==> src/rtl/color_sort_sequencer.sv <==
// color_sort_sequencer
// Debounces the color sensor's det/led_st flags, issues one sort request per
// object to the arm (req/ack/done), then pulses clr_led to re-arm the sensor.
// A request that sees no completion within TIMEOUT_CYCLES latches fault until
// reset.
//
// Optional feature macro: COLOR_SORT_TALLY_EN adds per-color completion
// counters (red_cnt, green_cnt, blue_cnt) that saturate at 2**CNT_W-1.
//
// Ports:
//   clk_sort_50       system clock (50 MHz)
//   rst               asynchronous active-high reset
//   det, led_st[2:0]  sensor detect flag and one-hot color (b0 blue, b1 green, b2 red)
//   pick_req          sort request to the arm, held until pick_ack
//   pick_color[1:0]   color code: 0 none, 1 red, 2 green, 3 blue
//   pick_ack          arm accepted the request
//   pick_done         arm finished placing the object
//   clr_led           re-arm pulse to the sensor, held until det drops
//   busy              high in every state except IDLE
//   fault             timeout latched
//   red/green/blue_cnt  completed picks per color (COLOR_SORT_TALLY_EN only)
module color_sort_sequencer #(
    parameter int unsigned STABLE_CYCLES  = 50000,
    parameter int unsigned TIMEOUT_CYCLES = 500000000,
    parameter int unsigned CNT_W          = 8
) (
    input  logic             clk_sort_50,
    input  logic             rst,
    input  logic             det,
    input  logic [2:0]       led_st,
    output logic             pick_req,
    output logic [1:0]       pick_color,
    input  logic             pick_ack,
    input  logic             pick_done,
    output logic             clr_led,
    output logic             busy,
    output logic             fault
`ifdef COLOR_SORT_TALLY_EN
    ,
    output logic [CNT_W-1:0] red_cnt,
    output logic [CNT_W-1:0] green_cnt,
    output logic [CNT_W-1:0] blue_cnt
`endif
);

    localparam int unsigned STAB_W = 32;
    localparam int unsigned TMR_W  = 32;
    localparam logic [STAB_W-1:0] STAB_LAST = STAB_W'(STABLE_CYCLES - 1);
    localparam logic [TMR_W-1:0]  TMR_LIMIT = TMR_W'(TIMEOUT_CYCLES);

    typedef enum logic [2:0] {
        S_IDLE,
        S_QUALIFY,
        S_REQUEST,
        S_WAIT_DONE,
        S_CLEAR,
        S_FAULT
    } state_e;

    state_e              state_q, state_d;
    logic                det_s1_q, det_s2_q;
    logic [2:0]          led_s1_q, led_s2_q;
    logic [STAB_W-1:0]   stab_q, stab_d;
    logic [TMR_W-1:0]    timer_q, timer_d, timer_inc_c;
    logic [1:0]          color_q, color_d;
    logic [1:0]          sample_code_c;
    logic                pick_req_q, pick_req_d;
    logic [1:0]          pick_color_q, pick_color_d;
    logic                clr_led_q, clr_led_d;
    logic                busy_q, busy_d;
    logic                fault_q, fault_d;

    // Synchronized color pattern to code; anything not exactly one-hot is "none".
    always_comb begin
        sample_code_c = 2'd0;
        case (led_s2_q)
            3'b100:  sample_code_c = 2'd1;
            3'b010:  sample_code_c = 2'd2;
            3'b001:  sample_code_c = 2'd3;
            default: sample_code_c = 2'd0;
        endcase
    end

    // Next-state logic; outputs are derived from the next state so they
    // change on the same edge as the state they describe.
    always_comb begin
        state_d     = state_q;
        stab_d      = stab_q;
        timer_d     = timer_q;
        color_d     = color_q;
        timer_inc_c = timer_q + TMR_W'(1);

        case (state_q)
            S_IDLE: begin
                if (det_s2_q && (sample_code_c != 2'd0)) begin
                    color_d = sample_code_c;
                    stab_d  = STAB_W'(1);
                    state_d = S_QUALIFY;
                end
            end
            S_QUALIFY: begin
                if (det_s2_q && (sample_code_c == color_q)) begin
                    if (stab_q == STAB_LAST) begin
                        stab_d  = '0;
                        timer_d = '0;
                        state_d = S_REQUEST;
                    end else begin
                        stab_d = stab_q + STAB_W'(1);
                    end
                end else begin
                    stab_d  = '0;
                    state_d = S_IDLE;
                end
            end
            S_REQUEST: begin
                timer_d = timer_inc_c;
                // A completion on the timeout cycle wins over the fault.
                if (pick_ack && pick_done) begin
                    state_d = S_CLEAR;
                end else if (timer_inc_c == TMR_LIMIT) begin
                    state_d = S_FAULT;
                end else if (pick_ack) begin
                    state_d = S_WAIT_DONE;
                end
            end
            S_WAIT_DONE: begin
                timer_d = timer_inc_c;
                if (pick_done) begin
                    state_d = S_CLEAR;
                end else if (timer_inc_c == TMR_LIMIT) begin
                    state_d = S_FAULT;
                end
            end
            S_CLEAR: begin
                if (!det_s2_q) begin
                    state_d = S_IDLE;
                end
            end
            S_FAULT: begin
                state_d = S_FAULT;
            end
            default: begin
                state_d = S_IDLE;
            end
        endcase

        pick_req_d   = (state_d == S_REQUEST);
        pick_color_d = ((state_d == S_REQUEST) || (state_d == S_WAIT_DONE)) ? color_d : 2'd0;
        clr_led_d    = (state_d == S_CLEAR);
        busy_d       = (state_d != S_IDLE);
        fault_d      = (state_d == S_FAULT);
    end

    // State, synchronizers and registered outputs.
    always_ff @(posedge clk_sort_50 or posedge rst) begin
        if (rst) begin
            state_q      <= S_IDLE;
            det_s1_q     <= 1'b0;
            det_s2_q     <= 1'b0;
            led_s1_q     <= 3'b000;
            led_s2_q     <= 3'b000;
            stab_q       <= '0;
            timer_q      <= '0;
            color_q      <= 2'd0;
            pick_req_q   <= 1'b0;
            pick_color_q <= 2'd0;
            clr_led_q    <= 1'b0;
            busy_q       <= 1'b0;
            fault_q      <= 1'b0;
        end else begin
            state_q      <= state_d;
            det_s1_q     <= det;
            det_s2_q     <= det_s1_q;
            led_s1_q     <= led_st;
            led_s2_q     <= led_s1_q;
            stab_q       <= stab_d;
            timer_q      <= timer_d;
            color_q      <= color_d;
            pick_req_q   <= pick_req_d;
            pick_color_q <= pick_color_d;
            clr_led_q    <= clr_led_d;
            busy_q       <= busy_d;
            fault_q      <= fault_d;
        end
    end

    assign pick_req   = pick_req_q;
    assign pick_color = pick_color_q;
    assign clr_led    = clr_led_q;
    assign busy       = busy_q;
    assign fault      = fault_q;

`ifdef COLOR_SORT_TALLY_EN
    logic [CNT_W-1:0] red_cnt_q, red_cnt_d;
    logic [CNT_W-1:0] green_cnt_q, green_cnt_d;
    logic [CNT_W-1:0] blue_cnt_q, blue_cnt_d;
    logic             enter_clear_c;

    // Count a completed pick on the edge that enters CLEAR; saturate at all-ones.
    always_comb begin
        red_cnt_d     = red_cnt_q;
        green_cnt_d   = green_cnt_q;
        blue_cnt_d    = blue_cnt_q;
        enter_clear_c = (state_d == S_CLEAR) && (state_q != S_CLEAR);
        if (enter_clear_c) begin
            case (color_q)
                2'd1: if (red_cnt_q != '1) red_cnt_d = red_cnt_q + CNT_W'(1);
                2'd2: if (green_cnt_q != '1) green_cnt_d = green_cnt_q + CNT_W'(1);
                2'd3: if (blue_cnt_q != '1) blue_cnt_d = blue_cnt_q + CNT_W'(1);
                default: ;
            endcase
        end
    end

    always_ff @(posedge clk_sort_50 or posedge rst) begin
        if (rst) begin
            red_cnt_q   <= '0;
            green_cnt_q <= '0;
            blue_cnt_q  <= '0;
        end else begin
            red_cnt_q   <= red_cnt_d;
            green_cnt_q <= green_cnt_d;
            blue_cnt_q  <= blue_cnt_d;
        end
    end

    assign red_cnt   = red_cnt_q;
    assign green_cnt = green_cnt_q;
    assign blue_cnt  = blue_cnt_q;
`endif

endmodule

==> config.mk <==
export PLATFORM = sky130hd
export DESIGN_NAME = color_sort_sequencer
export DESIGN_NICKNAME = d
export VERILOG_FILES = /design/src/rtl/color_sort_sequencer.sv
export SDC_FILE = /design/constraint.sdc
export NUM_CORES = 1
export LEC_CHECK = 0
export BUFFER_PORTS_ARGS = -buffer_cell sky130_fd_sc_hd__buf_4
export CORE_MARGIN = 2
export CORE_UTILIZATION = 67
export DETAILED_ROUTE_END_ITERATION = 6
export PLACE_DENSITY = 0.95
export SLEW_MARGIN = 40
export SYNTH_ARGS = -nofsm -noshare
export SYNTH_HDL_FRONTEND = slang
export SYNTH_SLANG_ARGS = --single-unit
==> constraint.sdc <==
create_clock -name clk_sort_50 -period 4.36 [get_ports clk_sort_50]
set_input_delay 0.872 -clock clk_sort_50 [delete_from_list [all_inputs] [get_ports clk_sort_50]]
set_output_delay 0.872 -clock clk_sort_50 [all_outputs]
set_load 0.02 [all_outputs]
After elaboration in Yosys (flattened, before gate mapping):

Cells that the tools add are included.

* bits in registers: 83
* input bits: 8
* output and inout port bits: 6
* logic and storage cells: 66

* add/sub/neg operators: 2
* equality and inequality tests: 18
* muxes and demuxes: 21
* reduce and logical (&&, ||, !) cells: 12

Operators with widths (count)
* 2-to-1 mux 32 bit: 5
* case mux 32 bit (2 select lines): 2
* adder 32 x 1 -> 32 bit, second input constant: 2
* == test 32 x 16 -> 1 bit, second input constant: 1
* == test 32 x 29 -> 1 bit, second input constant: 1
* 2-to-1 mux 3 bit: 9
* case mux 3 bit (6 select lines): 1
* == test 3 x 2 -> 1 bit, second input constant: 5
* == test 3 bit, second input constant: 5
* == test 3 x 1 -> 1 bit, second input constant: 2
* 2-to-1 mux 2 bit: 3
* != test 2 bit, second input constant: 3
* case mux 2 bit (3 select lines): 1
* nonzero test 2 bit: 3
* logical AND 1 bit: 3
* zero test 3 bit: 1
* AND reduction 3 bit: 1
* nonzero test 3 bit: 1
* == test 2 bit: 1
* AND reduction 2 bit: 1
* OR reduction 2 bit: 1
* logical OR 1 bit: 1

Logic depth before layout (Yosys ltp):

Gate-level depths: netlist of run 1.

* depth in word-level cells: 9
* depth in mapped cells: 10
* depth with buffers taken out: 9

Worst setup path before layout of run 1:

OpenSTA, ideal clock, no wires.

* kind: register -> register
* start: register timer_q[0]
* end: register pick_color_q[1] (netlist: pick_color[1])
* library setup time: 131 ps
* arrival time: 2703 ps
* data required time: 4229 ps
* path slack: 1526 ps
* stages on the path, launching flop included: 11
* path buffers: 1
* period minus slack after synthesis: 2834 ps
* cells stage by stage: dfrtp_1 ha_1 nand4_4 or4_4 or3_1 buf_2 xor2_1 nor4_2 a31oi_1 a21oi_2 nor3_1

* cells in the longest elaborated chain, start to end: 8
* elaborated cells on any way between the ends: 11
* those cells by class: add/sub: 1; eq/ne: 3; mux: 6; reduce/logical: 1

Ends and longest elaborated chain
* start: declaration: line 64 `logic [TMR_W-1:0] timer_q, timer_d, timer_inc_c;`
* start signal: assignment: line 177 `timer_q <= timer_d;`
* adder 32 x 1 -> 32 bit *: line 91 `timer_inc_c = timer_q + TMR_W'(1);`
* == test 32 x 29 -> 1 bit *: line 120, 130
* 2-to-1 mux 3 bit, on equally long branches: line 130, 120
* 2-to-1 mux 3 bit, on equally long branches: line 128, 118
* case mux 3 bit (6 select lines) *: line 93 `case (state_q)`
* == test 3 x 2 -> 1 bit: line 148 `pick_color_d = ((state_d == S_REQUEST) || (state_d == S_WAIT_DONE)) ? color_d : 2'd0;`
* logical OR 1 bit *: line 148
* 2-to-1 mux 2 bit *: line 148
* via pick_color_d[1]: line 68 `logic [1:0] pick_color_q, pick_color_d;`
* end signal: assignment: line 180 `pick_color_q <= pick_color_d;`
* end: declaration: line 68

Mark *: on every way through the listed nets, which the timed path passes. The rest lies on a longest branch.
A chain may end at the register's enable or synchronous reset.

Final worst setup path of run 1:

* start: register timer_q[7]
* end: register pick_color_q[1] (netlist: pick_color[1])

The elaborated chain is that of the path after synthesis.

==> metrics.txt, run 1 <==
# TYPE chip_impl_metric gauge
chip_impl_metric{name="antenna_found_initial",unit=""} 0
chip_impl_metric{name="clock_sink_count",unit=""} 83
chip_impl_metric{name="route.detailed.vias_per_inst",unit=""} 6.41
chip_impl_metric{name="ctsHoldBuffers",unit=""} 0
chip_impl_metric{name="post_synth_mux_area_share",unit="%"} 1.34
chip_impl_metric{name="clock-skew-final",unit="ns"} 0.0103
chip_impl_metric{name="cts_made_buffers",unit=""} 9
chip_impl_metric{name="power_switching_share",unit="%"} 26.0
chip_impl_metric{name="number_of_flops_mapped_to_enable_cells_by_yosys",unit=""} 0
chip_impl_metric{name="die_area",unit="µm²"} 7670
chip_impl_metric{name="clock_power_share",unit="%"} 36.3
chip_impl_info{name="most-common-layout-cells",value="83 x sky130_fd_sc_hd__dfrtp_1, 64 x sky130_fd_sc_hd__nor2_1, 55 x sky130_fd_sc_hd__o21ai_0"} 1
chip_impl_metric{name="dp.final_hpwl",unit="µm"} 7060
chip_impl_metric{name="wire_length_of_the_first_global_routing_pass",unit="µm"} 17700
chip_impl_metric{name="chipHeight",unit="µm"} 87.6
chip_impl_metric{name="count_of_input_and_output_buffers",unit=""} 13
chip_impl_metric{name="initialDrtViolationCount",unit=""} 335
chip_impl_metric{name="ant_nets",unit=""} 0
chip_impl_metric{name="max_freq",unit="GHz"} 0.321
chip_impl_metric{name="area.growth.synth_to_final",unit="%"} 5.45
chip_impl_metric{name="switchingPower",unit="µW"} 366
chip_impl_metric{name="critPathRequiredTime",unit="ns"} 4.60
chip_impl_metric{name="postLayoutCellArea",unit="µm²"} 4930
chip_impl_metric{name="grt_overflow_total",unit=""} 0
chip_impl_info{name="critical_path_class",value="flop to flop"} 1
chip_impl_info{name="synth_top_flop_cell",value="sky130_fd_sc_hd__dfrtp_1"} 1
chip_impl_metric{name="std_cell_rows",unit=""} 30
chip_impl_metric{name="worst_ir_drop_vdd",unit="V"} 0.000306
chip_impl_info{name="timing.hold.worst.class",value="flop to flop"} 1
chip_impl_info{name="hold_path.startpoint",value="led_s1_q[2]$_DFF_PP0_"} 1
chip_impl_info{name="tritoncts",value="done"} 1
chip_impl_metric{name="leakage",unit="µW"} 0.00210
chip_impl_metric{name="route.final.wire_length",unit="µm"} 10400
chip_impl_metric{name="clk_pin_slew",unit="ns"} 0.09
chip_impl_info{name="startpoint_type",value="flop"} 1
chip_impl_info{name="cts_root_buf",value="sky130_fd_sc_hd__clkbuf_8"} 1
chip_impl_metric{name="worstPathMaxFanout",unit=""} 11
chip_impl_metric{name="netlist_instances",unit=""} 527
chip_impl_metric{name="worst_ep_arrival_time",unit="ns"} 3.36
chip_impl_metric{name="comb_power_share",unit="%"} 6.5
chip_impl_metric{name="fin_setup_tns",unit="ns"} 0
chip_impl_metric{name="post_synthesis_mean_instance_area",unit="µm²"} 8.88
chip_impl_metric{name="placed_cell_area",unit="µm²"} 4750
chip_impl_metric{name="yosys.area_share.adder",unit="%"} 1.02
chip_impl_metric{name="seq_power_share",unit="%"} 57.2
chip_impl_metric{name="place_inst",unit=""} 605
chip_impl_metric{name="power-per-cell-area",unit="nW/µm²"} 285
chip_impl_metric{name="design.core.area",unit="µm²"} 6790
chip_impl_metric{name="num_antenna_cells",unit=""} 0
chip_impl_metric{name="async_reset_ff_share",unit="%"} 100
chip_impl_metric{name="worst_margin_slew",unit="ns"} 0.720
chip_impl_metric{name="ys_seq_area_share",unit="%"} 44.4
chip_impl_metric{name="place_congestion",unit=""} 0.959
chip_impl_metric{name="instances_no_fill",unit=""} 621
chip_impl_metric{name="finalNetCount",unit=""} 531
chip_impl_metric{name="num_vias",unit=""} 3982
chip_impl_metric{name="slew_headroom",unit="%"} 51.6
chip_impl_metric{name="starting_utilization_of_the_core_area",unit="%"} 68.9
chip_impl_info{name="final_common_cell",value="sky130_fd_sc_hd__dfrtp_1"} 1
chip_impl_metric{name="globalRouteTotalUtil",unit="%"} 29.5
chip_impl_metric{name="drt_first_pass_iters",unit=""} 5
chip_impl_metric{name="postSynthNetCount",unit=""} 538
chip_impl_metric{name="yosys.cell_types.count",unit=""} 54
chip_impl_metric{name="cts_resized",unit=""} 0
chip_impl_metric{name="post-route-drc-count",unit=""} 0
chip_impl_info{name="cp-end-kind",value="flop"} 1
chip_impl_metric{name="routed_wire_length_per_instance",unit="µm"} 16.7
chip_impl_metric{name="clock_path_buffers",unit=""} 2
chip_impl_metric{name="grt_max_degree",unit=""} 58
chip_impl_info{name="main_combinational_cell_family_by_area_after_synthesis",value="simple AND/OR/NAND/NOR gates"} 1
chip_impl_metric{name="final.min_clock_period",unit="ns"} 3.12
chip_impl_metric{name="setup_viol",unit=""} 0
chip_impl_info{name="unrepaired_setup_endpoints_after_global_routing",value="no"} 1
chip_impl_info{name="worst_r2r_startpoint",value="timer_q[7]$_DFFE_PP0P_"} 1
chip_impl_metric{name="worstSkewPairLatency",unit="ns"} 0.36
chip_impl_metric{name="timing.max_cap.violations",unit=""} 0
chip_impl_metric{name="yosys_register_bits",unit=""} 83
chip_impl_info{name="cp-startpoint",value="timer_q[7]$_DFFE_PP0P_"} 1
chip_impl_metric{name="clock_tree.htree_level_count",unit=""} 3
chip_impl_metric{name="die-width",unit="µm"} 87.6
chip_impl_metric{name="synth-compound-area-share",unit="%"} 14.8
chip_impl_metric{name="first_global_vias",unit=""} 3758
chip_impl_metric{name="ys_warn_count",unit=""} 0
chip_impl_metric{name="hold_viol",unit=""} 0
chip_impl_metric{name="synthSimpleGateAreaFrac",unit="%"} 26.1
chip_impl_metric{name="drive_above_1_share",unit="%"} 9.90
chip_impl_metric{name="synth-xor-area-share",unit="%"} 7.30
chip_impl_metric{name="synth_area",unit="µm²"} 4680
chip_impl_metric{name="timing.final.max_slew_violations",unit=""} 0
chip_impl_metric{name="cellInternalPower",unit="µW"} 1040
chip_impl_metric{name="post-route-period-util",unit="%"} 71.5
chip_impl_metric{name="postCtsSetupBuffers",unit=""} 0
chip_impl_info{name="run_status",value="complete, no violations"} 1
chip_impl_metric{name="ios",unit=""} 14
[worst max-delay path: stages (launching register included)]
cell and delay [ns]:
sky130_fd_sc_hd__dfrtp_1 0.53, sky130_fd_sc_hd__nand4_1 0.28, sky130_fd_sc_hd__nor4_1 0.68, sky130_fd_sc_hd__and3_1 0.30
sky130_fd_sc_hd__mux2_2 0.36, sky130_fd_sc_hd__nor4_2 0.31, sky130_fd_sc_hd__a31oi_1 0.18, sky130_fd_sc_hd__a21oi_2 0.27
sky130_fd_sc_hd__nor3_1 0.10
[power groups by stage]
stage | clock network, µW | logic (µW) | registers [µW]
final | 511 | 91.9 | 804
after global routing | 544 | 105 | 807
after CTS | 515 | 92.5 | 803
after detailed placement | 0 | 92.3 | 818
after global placement | 0 | 87.1 | 817
after floorplan | 0 | 69.6 | 811
[final timing paths]
path                                            to  slack [ns]  cells past startpoint
max                        pick_color[1]$_DFF_PP0_        1.24                      8
min                          led_s2_q[2]$_DFF_PP0_        0.36                      0
max reg2reg                pick_color[1]$_DFF_PP0_        1.24                      8
min reg2reg                  led_s2_q[2]$_DFF_PP0_        0.36                      0
max in group asynchronous  timer_q[23]$_DFFE_PP0P_        3.10                      3
min in group asynchronous   timer_q[2]$_DFFE_PP0P_        0.55                      2
[cell families after synthesis]
| logic type | after synthesis |
|---|---|
| multiplexers | 6 |
| XOR/XNOR | 39 |
| flip-flops | 83 |
| buffers and inverters | 45 |
| AND/OR/NAND/NOR | 236 |
| adder cells (fa/ha/maj) | 4 |
| AO/OA/AOI/OAI | 114 |
[cells in the mapped netlist (11+ instances only)]
cell type	n	area share, %
sky130_fd_sc_hd__dfrtp_1	83	44
sky130_fd_sc_hd__nor2_1	64	5.1
sky130_fd_sc_hd__o21ai_0	55	5.9
sky130_fd_sc_hd__nand2_1	46	3.7
sky130_fd_sc_hd__xor2_1	29	5.4
sky130_fd_sc_hd__nand4_1	27	3.6
sky130_fd_sc_hd__nand3_1	22	2.4
sky130_fd_sc_hd__clkbuf_1	18	1.4
sky130_fd_sc_hd__nor4_1	17	2.3
sky130_fd_sc_hd__o31ai_1	14	2.2
sky130_fd_sc_hd__a21oi_1	12	1.3
sky130_fd_sc_hd__a31oi_1	11	1.5
sky130_fd_sc_hd__and3_1	11	1.5
[state kept, by name (all words and copies together), names as in the netlist]
| register | flops |
|---|---|
| busy | 1 |
| clr_led | 1 |
| color_q | 2 |
| det_s1_q | 1 |
| det_s2_q | 1 |
| fault | 1 |
| led_s1_q | 3 |
| led_s2_q | 3 |
| pick_color | 2 |
| pick_req | 1 |
| stab_q | 32 |
| state_q | 3 |
| timer_q | 32 |
[metal layers]
layer  up-vias  global-route usage, %  wire length, µm  part of all wire (%)
met3        23                   5.00              632                   6.1
li1       1873                      -                -                     -
met1      1930                   40.8             4480                    43
met2       156                   46.2             4980                    48
met4         0                   13.3              257                   2.5
met5         -                      0                0                     0
[layout make-up]
type / count / area [µm²]
multi-input cells: 399 / 2380
flip-flops and latches: 83 / 2080
fillers: 471 / 1860
repair buffers: 19 / 143
clock buffers: 11 / 141
well taps: 96 / 120
clock inverters: 5 / 35.0
inverters: 8 / 35.0
[per-stage QoR]
step                      power [µW]  setup WS [ns]  util, %  hold slack (ns)
after floorplan                  881           1.35        -            0.331
after global placement           904           1.40     69.8            0.334
after detailed placement         910           1.29     69.9            0.341
after CTS                       1410           1.28     72.5            0.361
after global routing            1460           1.04     72.6            0.363
final                           1410           1.24     72.6            0.359
(Power assumes the default switching activity.)
==> run 2, diff against run 1 <==
--- a/config.mk
+++ b/config.mk
@@ -5,11 +5,12 @@
 export SDC_FILE = /design/constraint.sdc
 export NUM_CORES = 1
 export LEC_CHECK = 0
+export ABC_AREA = 1
 export BUFFER_PORTS_ARGS = -buffer_cell sky130_fd_sc_hd__buf_4
 export CORE_MARGIN = 2
-export CORE_UTILIZATION = 67
+export CORE_UTILIZATION = 63
 export DETAILED_ROUTE_END_ITERATION = 6
-export PLACE_DENSITY = 0.95
+export PLACE_DENSITY = 0.9
 export SLEW_MARGIN = 40
 export SYNTH_ARGS = -nofsm -noshare
 export SYNTH_HDL_FRONTEND = slang
==> constraint.sdc (replaced) <==
create_clock -name clk_sort_50 -period 3.15 [get_ports clk_sort_50]
set_input_delay 0.63 -clock clk_sort_50 [delete_from_list [all_inputs] [get_ports clk_sort_50]]
set_output_delay 0.63 -clock clk_sort_50 [all_outputs]
set_load 0.02 [all_outputs]
==> run 2 against run 1 <==
Worst hold slack got worse by 0.049 ns. Via count rose by 20%. Final area rose by 8.0%. Clock skew rose by 0.0025 ns. Highest routed layer unchanged. Combinational power rose by 97%. Power rose by 54%. Sequential share of layout area fell by 3.1 points. Largest cell class unchanged. Register-to-register slack got worse by 0.59 ns. Critical endpoint unchanged. Core utilization fell by 2.6 points. Global-route usage fell by 0.086 points. Critical path type unchanged. Routed wire length rose by 13%.
==> metrics.txt, run 2 <==
# TYPE chip_impl_metric gauge
chip_impl_info{name="timing.hold.worst.class",value="input port to asynchronous set/reset pin"} 1
chip_impl_metric{name="cts_resized",unit=""} 0
chip_impl_metric{name="synth_area",unit="µm²"} 4890
chip_impl_info{name="run_status",value="complete, no violations"} 1
chip_impl_metric{name="ctsHoldBuffers",unit=""} 0
chip_impl_metric{name="globalRouteTotalUtil",unit="%"} 29.4
chip_impl_metric{name="setup_viol",unit=""} 0
chip_impl_metric{name="netlist_instances",unit=""} 700
chip_impl_metric{name="starting_utilization_of_the_core_area",unit="%"} 64.3
chip_impl_metric{name="ios",unit=""} 14
chip_impl_metric{name="ys_seq_area_share",unit="%"} 42.5
chip_impl_metric{name="route.detailed.vias_per_inst",unit=""} 5.79
chip_impl_metric{name="drt_first_pass_iters",unit=""} 5
chip_impl_metric{name="die-width",unit="µm"} 92.1
chip_impl_info{name="largest_registers",value="stab_q: 32 flops, timer_q: 32 flops"} 1
chip_impl_info{name="most_used_standard_cell_by_instance_count_after_synthesis",value="sky130_fd_sc_hd__nand2_1"} 1
chip_impl_info{name="cp-end-kind",value="flop"} 1
chip_impl_metric{name="area.growth.synth_to_final",unit="%"} 8.98
chip_impl_info{name="cts_root_buf",value="sky130_fd_sc_hd__clkbuf_8"} 1
chip_impl_metric{name="timing.final.max_slew_violations",unit=""} 0
chip_impl_metric{name="count_of_input_and_output_buffers",unit=""} 13
chip_impl_metric{name="ant_nets",unit=""} 0
chip_impl_metric{name="clock_tree.htree_level_count",unit=""} 3
chip_impl_metric{name="power-per-cell-area",unit="nW/µm²"} 408
chip_impl_metric{name="place_congestion",unit=""} 0.883
chip_impl_info{name="unrepaired_setup_endpoints_after_global_routing",value="no"} 1
chip_impl_metric{name="std_cell_rows",unit=""} 32
chip_impl_metric{name="worst_ep_arrival_time",unit="ns"} 2.74
chip_impl_info{name="synth_top_area_cell",value="sky130_fd_sc_hd__dfrtp_1"} 1
chip_impl_info{name="startpoint_type",value="flop"} 1
chip_impl_metric{name="postCtsSetupBuffers",unit=""} 0
chip_impl_metric{name="max_freq",unit="GHz"} 0.401
chip_impl_metric{name="postLayoutCellArea",unit="µm²"} 5330
chip_impl_info{name="synth_top_flop_cell",value="sky130_fd_sc_hd__dfrtp_1"} 1
chip_impl_metric{name="routed_wire_length_per_instance",unit="µm"} 14.2
chip_impl_metric{name="async_reset_ff_share",unit="%"} 100
chip_impl_metric{name="drive_above_1_share",unit="%"} 7.91
chip_impl_metric{name="critPathRequiredTime",unit="ns"} 3.40
chip_impl_info{name="most-common-layout-cells",value="199 x sky130_fd_sc_hd__nand2_1, 109 x sky130_fd_sc_hd__inv_1, 92 x sky130_fd_sc_hd__nor2_1"} 1
chip_impl_metric{name="cts_made_buffers",unit=""} 9
chip_impl_metric{name="layout.core_utilization",unit="%"} 70.1
chip_impl_metric{name="die_area",unit="µm²"} 8480
chip_impl_info{name="timing.rr.end",value="pick_color[1]$_DFF_PP0_"} 1
chip_impl_metric{name="slew_headroom",unit="%"} 59.9
chip_impl_info{name="final_common_cell",value="sky130_fd_sc_hd__nand2_1"} 1
chip_impl_metric{name="route.final.wire_length",unit="µm"} 11700
chip_impl_metric{name="wire_length_of_the_first_global_routing_pass",unit="µm"} 20000
chip_impl_metric{name="clock_path_buffers",unit=""} 2
chip_impl_metric{name="placed_cell_area",unit="µm²"} 5100
chip_impl_metric{name="design.core.area",unit="µm²"} 7610
chip_impl_metric{name="clk_pin_slew",unit="ns"} 0.09
chip_impl_info{name="critical_path_class",value="flop to flop"} 1
chip_impl_metric{name="leakage",unit="µW"} 0.00248
chip_impl_metric{name="worst_margin_slew",unit="ns"} 0.601
chip_impl_metric{name="final.min_clock_period",unit="ns"} 2.49
chip_impl_metric{name="timing.max_cap.violations",unit=""} 0
chip_impl_metric{name="worst_ir_drop_vdd",unit="V"} 0.000323
chip_impl_metric{name="yosys.cell_types.count",unit=""} 36
chip_impl_metric{name="initialDrtViolationCount",unit=""} 444
chip_impl_metric{name="synthDominantCellAreaShare",unit="%"} 42.5
chip_impl_metric{name="ys_warn_count",unit=""} 0
chip_impl_metric{name="worst-r2r-cell-count",unit=""} 13
chip_impl_metric{name="post_synthesis_mean_instance_area",unit="µm²"} 6.99
chip_impl_metric{name="num_vias",unit=""} 4766
chip_impl_info{name="worst_r2r_startpoint",value="timer_q[1]$_DFFE_PP0P_"} 1
chip_impl_metric{name="post-route-period-util",unit="%"} 79.2
chip_impl_info{name="synth_area_leaders",value="sky130_fd_sc_hd__dfrtp_1 42%, sky130_fd_sc_hd__nand2_1 15%, sky130_fd_sc_hd__inv_1 8.4%, sky130_fd_sc_hd__nor2_1 7.1%, sky130_fd_sc_hd__o21ai_0 4.2%"} 1
chip_impl_metric{name="yosys_register_bits",unit=""} 83
chip_impl_info{name="synth.top_cells.by_count",value="199 x sky130_fd_sc_hd__nand2_1, 110 x sky130_fd_sc_hd__inv_1, 93 x sky130_fd_sc_hd__nor2_1, 83 x sky130_fd_sc_hd__dfrtp_1, 41 x sky130_fd_sc_hd__o21ai_0"} 1
chip_impl_metric{name="hold_viol",unit=""} 0
chip_impl_metric{name="worstSkewPairLatency",unit="ns"} 0.37
chip_impl_metric{name="antenna_found_initial",unit=""} 0
chip_impl_metric{name="grt_max_degree",unit=""} 44
chip_impl_metric{name="clock_sink_count",unit=""} 83
chip_impl_metric{name="clock-skew-final",unit="ns"} 0.0128
chip_impl_metric{name="finalNetCount",unit=""} 727
chip_impl_metric{name="hold-worst-slack",unit="ns"} 0.310
chip_impl_info{name="tritoncts",value="done"} 1
chip_impl_metric{name="dp.final_hpwl",unit="µm"} 8400
chip_impl_metric{name="worstPathMaxFanout",unit=""} 5
chip_impl_metric{name="num_antenna_cells",unit=""} 0
chip_impl_metric{name="number_of_flops_mapped_to_enable_cells_by_yosys",unit=""} 0
chip_impl_metric{name="post-route-drc-count",unit=""} 0
chip_impl_metric{name="first_global_vias",unit=""} 4517
chip_impl_metric{name="r2r_setup_slk",unit="ns"} 0.66
chip_impl_metric{name="fin_setup_tns",unit="ns"} 0
chip_impl_metric{name="chipHeight",unit="µm"} 92.1
chip_impl_metric{name="grt_overflow_total",unit=""} 0
chip_impl_metric{name="postSynthNetCount",unit=""} 711
[run 2: cell count changes after synthesis, moves of 14 or more]
cell,change
sky130_fd_sc_hd__clkbuf_1,-15
sky130_fd_sc_hd__inv_1,+102
sky130_fd_sc_hd__nand2_1,+153
sky130_fd_sc_hd__nand4_1,-16
sky130_fd_sc_hd__nor2_1,+29
sky130_fd_sc_hd__o21ai_0,-14
sky130_fd_sc_hd__o31ai_1,-14
sky130_fd_sc_hd__xor2_1,-18
[run 2: metrics by stage]
step,total power (µW),worst slack [ns],cells
2_1_floorplan,1250,0.383,700
3_3_place_gp,1290,0.657,807
3_5_place_dp,1300,0.721,807
4_1_cts,2170,0.692,823
5_1_grt,2240,0.362,823
6_report,2170,0.656,823
[run 2: worst max-delay path, stage by stage (launching register included)]
cell                      delay, ns
sky130_fd_sc_hd__dfrtp_1       0.42
sky130_fd_sc_hd__ha_1          0.22
sky130_fd_sc_hd__nand3_1       0.16
sky130_fd_sc_hd__nor2_2        0.20
sky130_fd_sc_hd__nand2_1       0.12
sky130_fd_sc_hd__nor2_1        0.16
sky130_fd_sc_hd__xor2_1        0.25
sky130_fd_sc_hd__nand3_1       0.13
sky130_fd_sc_hd__nor2_2        0.20
sky130_fd_sc_hd__nand3_2       0.13
sky130_fd_sc_hd__o21ai_0       0.10
sky130_fd_sc_hd__nand2_1       0.12
sky130_fd_sc_hd__inv_1         0.13
sky130_fd_sc_hd__nor2_1        0.05
[run 2: cell families (layout without fill, tap and decap cells)]
group / after synthesis / count (layout) / synth area share, %
xor gates and xnor gates: 11 / 11 / 1.97
DFF: 83 / 83 / 42.5
AOI/OAI and AO/OA: 85 / 85 / 9.85
adders and majority gates: 3 / 3 / 0.768
buffers and inverters: 122 / 143 / 9.62
and+or+nand+nor: 396 / 396 / 35.3
[run 2: routing by layer]
metal | share of wire, % | global-route usage [%] | vias up
li1 | - | - | 2267
met1 | 42 | 39.4 | 2254
met2 | 49 | 48.7 | 219
met3 | 6.6 | 4.03 | 26
met4 | 1.9 | 11.9 | 0
met5 | 0 | 0 | -
[run 2: area by class of cell]
| cell class | count | area, µm² |
|---|---|---|
| inverter | 111 | 419 |
| fill | 588 | 2280 |
| tap | 102 | 128 |
| sequential | 83 | 2080 |
| clock inverter | 7 | 104 |
| timing repair buffer | 16 | 133 |
| clock buffer | 9 | 124 |
| multi-input combinational | 495 | 2350 |
[run 2: power breakdown]
group	switching, µW	leakage (µW)	total (µW)	internal [µW]
registers	14.3	0.00113	1100	1090
clock network	432	0.000115	891	459
logic	134	0.00124	181	47.0
total	581	0.00248	2170	1590
[run 2: worst max path at each step]
stage / from / to / slack, ns / depth (start not counted)
2_1_floorplan: rst / busy$_DFF_PP0_ / 0.38 / 1
3_3_place_gp: state_q[2]$_DFF_PP0_ / stab_q[16]$_DFFE_PP0P_ / 0.66 / 7
3_5_place_dp: timer_q[1]$_DFFE_PP0P_ / pick_color[1]$_DFF_PP0_ / 0.72 / 13
4_1_cts: timer_q[1]$_DFFE_PP0P_ / clr_led$_DFF_PP0_ / 0.69 / 15
5_1_grt: timer_q[1]$_DFFE_PP0P_ / clr_led$_DFF_PP0_ / 0.36 / 18
6_report: timer_q[1]$_DFFE_PP0P_ / pick_color[1]$_DFF_PP0_ / 0.66 / 13
==> run 3, diff against run 2 <==
==> constraint.sdc (replaced) <==
create_clock -name clk_sort_50 -period 2.6 [get_ports clk_sort_50]
set_input_delay 0.52 -clock clk_sort_50 [delete_from_list [all_inputs] [get_ports clk_sort_50]]
set_output_delay 0.52 -clock clk_sort_50 [all_outputs]
set_load 0.02 [all_outputs]
==> run 3 against run 2 <==
Setup slack worse by 0.49 ns. Critical endpoint is now busy$_DFF_PP0_. Die area did not move. Sequential share of layout area decreased by 0.81 points. Via count is 0.42% higher. Final area increased by 2.2%. Routed wire length grew 3.2%. Sequential cell count stayed put. Power grew 27%. Combinational power up 33%. Cell count up 0.73%.
==> metrics.txt, run 3 (same netlist as run 2, synthesis figures left out) <==
# TYPE chip_impl_metric gauge
chip_impl_info{name="cts_root_buf",value="sky130_fd_sc_hd__clkbuf_8"} 1
chip_impl_metric{name="switchingPower",unit="µW"} 707
chip_impl_metric{name="area.growth.synth_to_final",unit="%"} 11.4
chip_impl_metric{name="cts_made_buffers",unit=""} 9
chip_impl_metric{name="route.detailed.vias_per_inst",unit=""} 5.77
chip_impl_metric{name="power-per-cell-area",unit="nW/µm²"} 505
chip_impl_metric{name="clock_path_buffers",unit=""} 2
chip_impl_metric{name="seq_power_share",unit="%"} 48.4
chip_impl_info{name="final_common_cell",value="sky130_fd_sc_hd__nand2_1"} 1
chip_impl_metric{name="fillers",unit=""} 574
chip_impl_metric{name="cp_slowest_stage_delay",unit="ns"} 0.40
chip_impl_metric{name="post-route-period-util",unit="%"} 93.5
chip_impl_metric{name="clock_sink_count",unit=""} 83
chip_impl_metric{name="num_vias",unit=""} 4786
chip_impl_metric{name="clk_pin_slew",unit="ns"} 0.09
chip_impl_metric{name="timing.max_cap.violations",unit=""} 0
chip_impl_metric{name="globalRouteTotalUtil",unit="%"} 30.0
chip_impl_metric{name="worstPathMaxFanout",unit=""} 5
chip_impl_metric{name="wire_length_of_the_first_global_routing_pass",unit="µm"} 20400
chip_impl_info{name="largest_registers",value="stab_q: 32 flops, timer_q: 32 flops"} 1
chip_impl_metric{name="num_antenna_cells",unit=""} 0
chip_impl_metric{name="count_of_input_and_output_buffers",unit=""} 13
chip_impl_info{name="timing.hold.worst.class",value="input port to asynchronous set/reset pin"} 1
chip_impl_info{name="run_status",value="complete, no violations"} 1
chip_impl_metric{name="std_cell_rows",unit=""} 32
chip_impl_metric{name="globalRouteMet2Util",unit="%"} 48.9
chip_impl_metric{name="global_route.usage.met3",unit="%"} 4.77
chip_impl_metric{name="max_freq",unit="GHz"} 0.412
chip_impl_metric{name="die_area",unit="µm²"} 8480
chip_impl_metric{name="setup_viol",unit=""} 0
chip_impl_metric{name="chipHeight",unit="µm"} 92.1
chip_impl_metric{name="antenna_found_initial",unit=""} 0
chip_impl_metric{name="finalNetCount",unit=""} 733
chip_impl_info{name="most-common-layout-cells",value="199 x sky130_fd_sc_hd__nand2_1, 109 x sky130_fd_sc_hd__inv_1, 92 x sky130_fd_sc_hd__nor2_1"} 1
chip_impl_metric{name="die-width",unit="µm"} 92.1
chip_impl_metric{name="worst_ir_drop_vdd",unit="V"} 0.000367
chip_impl_metric{name="grt_overflow_total",unit=""} 0
chip_impl_info{name="critical_path_class",value="flop to flop"} 1
chip_impl_info{name="crit_path_frequent_cell",value="sky130_fd_sc_hd__nand2_1"} 1
chip_impl_metric{name="regArea",unit="µm²"} 2080
chip_impl_metric{name="ctsHoldBuffers",unit=""} 0
chip_impl_metric{name="post-route-drc-count",unit=""} 0
chip_impl_info{name="cp-end-kind",value="flop"} 1
chip_impl_metric{name="place_congestion",unit=""} 0.981
chip_impl_info{name="global_route.peak_usage_layer",value="met2"} 1
chip_impl_metric{name="design.core.area",unit="µm²"} 7610
chip_impl_metric{name="grt_util_met1",unit="%"} 39.3
chip_impl_metric{name="clock-skew-final",unit="ns"} 0.00956
chip_impl_metric{name="dp.final_hpwl",unit="µm"} 8440
chip_impl_info{name="tritoncts",value="done"} 1
chip_impl_metric{name="route.final.wire_length",unit="µm"} 12100
chip_impl_metric{name="drive_above_1_share",unit="%"} 8.94
chip_impl_metric{name="slew_headroom",unit="%"} 54.9
chip_impl_metric{name="placed_cell_area",unit="µm²"} 5140
chip_impl_metric{name="worst_ep_arrival_time",unit="ns"} 2.68
chip_impl_metric{name="cellInternalPower",unit="µW"} 2050
chip_impl_info{name="startpoint_type",value="flop"} 1
chip_impl_metric{name="grt_max_degree",unit=""} 35
chip_impl_metric{name="timing.final.max_slew_violations",unit=""} 0
chip_impl_metric{name="ios",unit=""} 14
chip_impl_metric{name="clock_tree.htree_level_count",unit=""} 3
chip_impl_metric{name="first_global_vias",unit=""} 4659
chip_impl_metric{name="initialDrtViolationCount",unit=""} 488
chip_impl_metric{name="postLayoutCellArea",unit="µm²"} 5450
chip_impl_info{name="crit_path_top_delay_cell",value="sky130_fd_sc_hd__dfrtp_1"} 1
chip_impl_metric{name="power_switching_share",unit="%"} 25.7
chip_impl_info{name="cp_cell_sequence",value="ha_1, nand2_1, nor2_2, nand2_1, nor2_2, nand2_1, nand2_1, nand2_1, nor2_1, nand2_1, nor2_2, nand3_2, o21ai_0, nand2_1, nor2_1, nand2_1"} 1
chip_impl_metric{name="hold-worst-slack",unit="ns"} 0.153
chip_impl_metric{name="comb_power_share",unit="%"} 8.8
chip_impl_metric{name="worstSkewPairLatency",unit="ns"} 0.37
chip_impl_metric{name="critPathRequiredTime",unit="ns"} 2.85
chip_impl_metric{name="area_taken_by_multi_input_logic_gates",unit="µm²"} 2360
chip_impl_metric{name="final.min_clock_period",unit="ns"} 2.43
chip_impl_metric{name="ant_nets",unit=""} 0
chip_impl_metric{name="clock_power_share",unit="%"} 42.8
chip_impl_metric{name="hold_viol",unit=""} 0
chip_impl_metric{name="drt_first_pass_iters",unit=""} 5
chip_impl_metric{name="starting_utilization_of_the_core_area",unit="%"} 64.3
chip_impl_metric{name="leakage",unit="µW"} 0.00253
chip_impl_metric{name="routed_wire_length_per_instance",unit="µm"} 14.5
chip_impl_metric{name="worst_margin_slew",unit="ns"} 0.675
run 3: cell count changes in the layout (fill, tap and decap cells not counted), sizes merged:
cell | previous run | this run
buf | 16 | 22
bufinv | 2 | 3
clkinv | 1 | 0
clkinvlp | 0 | 1
inv | 115 | 114
run 3: power by group through the flow:
stage	combinational [µW]	sequential, µW	clock, µW
after global placement	220	1350	0
after detailed placement	231	1360	0
after CTS	235	1330	1190
after global routing	267	1340	1240
final	241	1330	1180
after floorplan	159	1360	0
run 3: cell type report:
| class | instances | area share (%) |
|---|---|---|
| repair buffers | 22 | 3.86 |
| flip-flops and latches | 83 | 38.2 |
| well taps | 102 | 2.34 |
| clock buffers | 9 | 2.27 |
| multi-input cells | 495 | 43.3 |
| inverters | 111 | 7.72 |
| clock inverters | 7 | 2.39 |
run 3: through the flow:
stage          utilization (%)  worst slack, ns  TNS (ns)  cells  total power [µW]
6_report                  71.6            0.170         0    829              2750
5_1_grt                   71.6          -0.0217   -0.0229    829              2850
4_1_cts                   70.9            0.190         0    826              2750
3_5_place_dp              67.5            0.215         0    810              1590
3_3_place_gp              67.5            0.361         0    810              1570
2_1_floorplan                -            0.660         0    700              1510
run 3: worst paths after layout:
| check | from | to | slack [ns] | cells after the start |
|---|---|---|---|---|
| max in group asynchronous | rst | stab_q[25]$_DFFE_PP0P_ | 1.86 | 3 |
| min in group clk_sort_50 | det | det_s1_q$_DFF_PP0_ | 0.26 | 1 |
| hold / removal | rst | timer_q[4]$_DFFE_PP0P_ | 0.15 | 2 |
| hold reg to reg | led_s1_q[2]$_DFF_PP0_ | led_s2_q[2]$_DFF_PP0_ | 0.36 | 0 |
| setup / recovery | timer_q[0]$_DFFE_PP0P_ | busy$_DFF_PP0_ | 0.17 | 16 |
| setup reg to reg | timer_q[0]$_DFFE_PP0P_ | busy$_DFF_PP0_ | 0.17 | 16 |
run 3: critical path: cells and delay by family, from the launching register on:
family / cells / cell delay [ns]
compound gates: 1 / 0.12
fa+ha+maj: 1 / 0.21
flops: 1 / 0.40
simple gates: 14 / 1.58
run 3: layer usage:
layer  routed length [µm]  share of wire (%)
met2                 5690                 47
met4                  363                3.0
met3                  811                6.7
met5                    0                  0
met1                 5190                 43
run 3: repair_timing:
action	in CTS	in global routing
endpoints found under the hold margin	0	0
buffers inserted	0	2
resized for setup	0	4
endpoints found under the setup margin	0	7
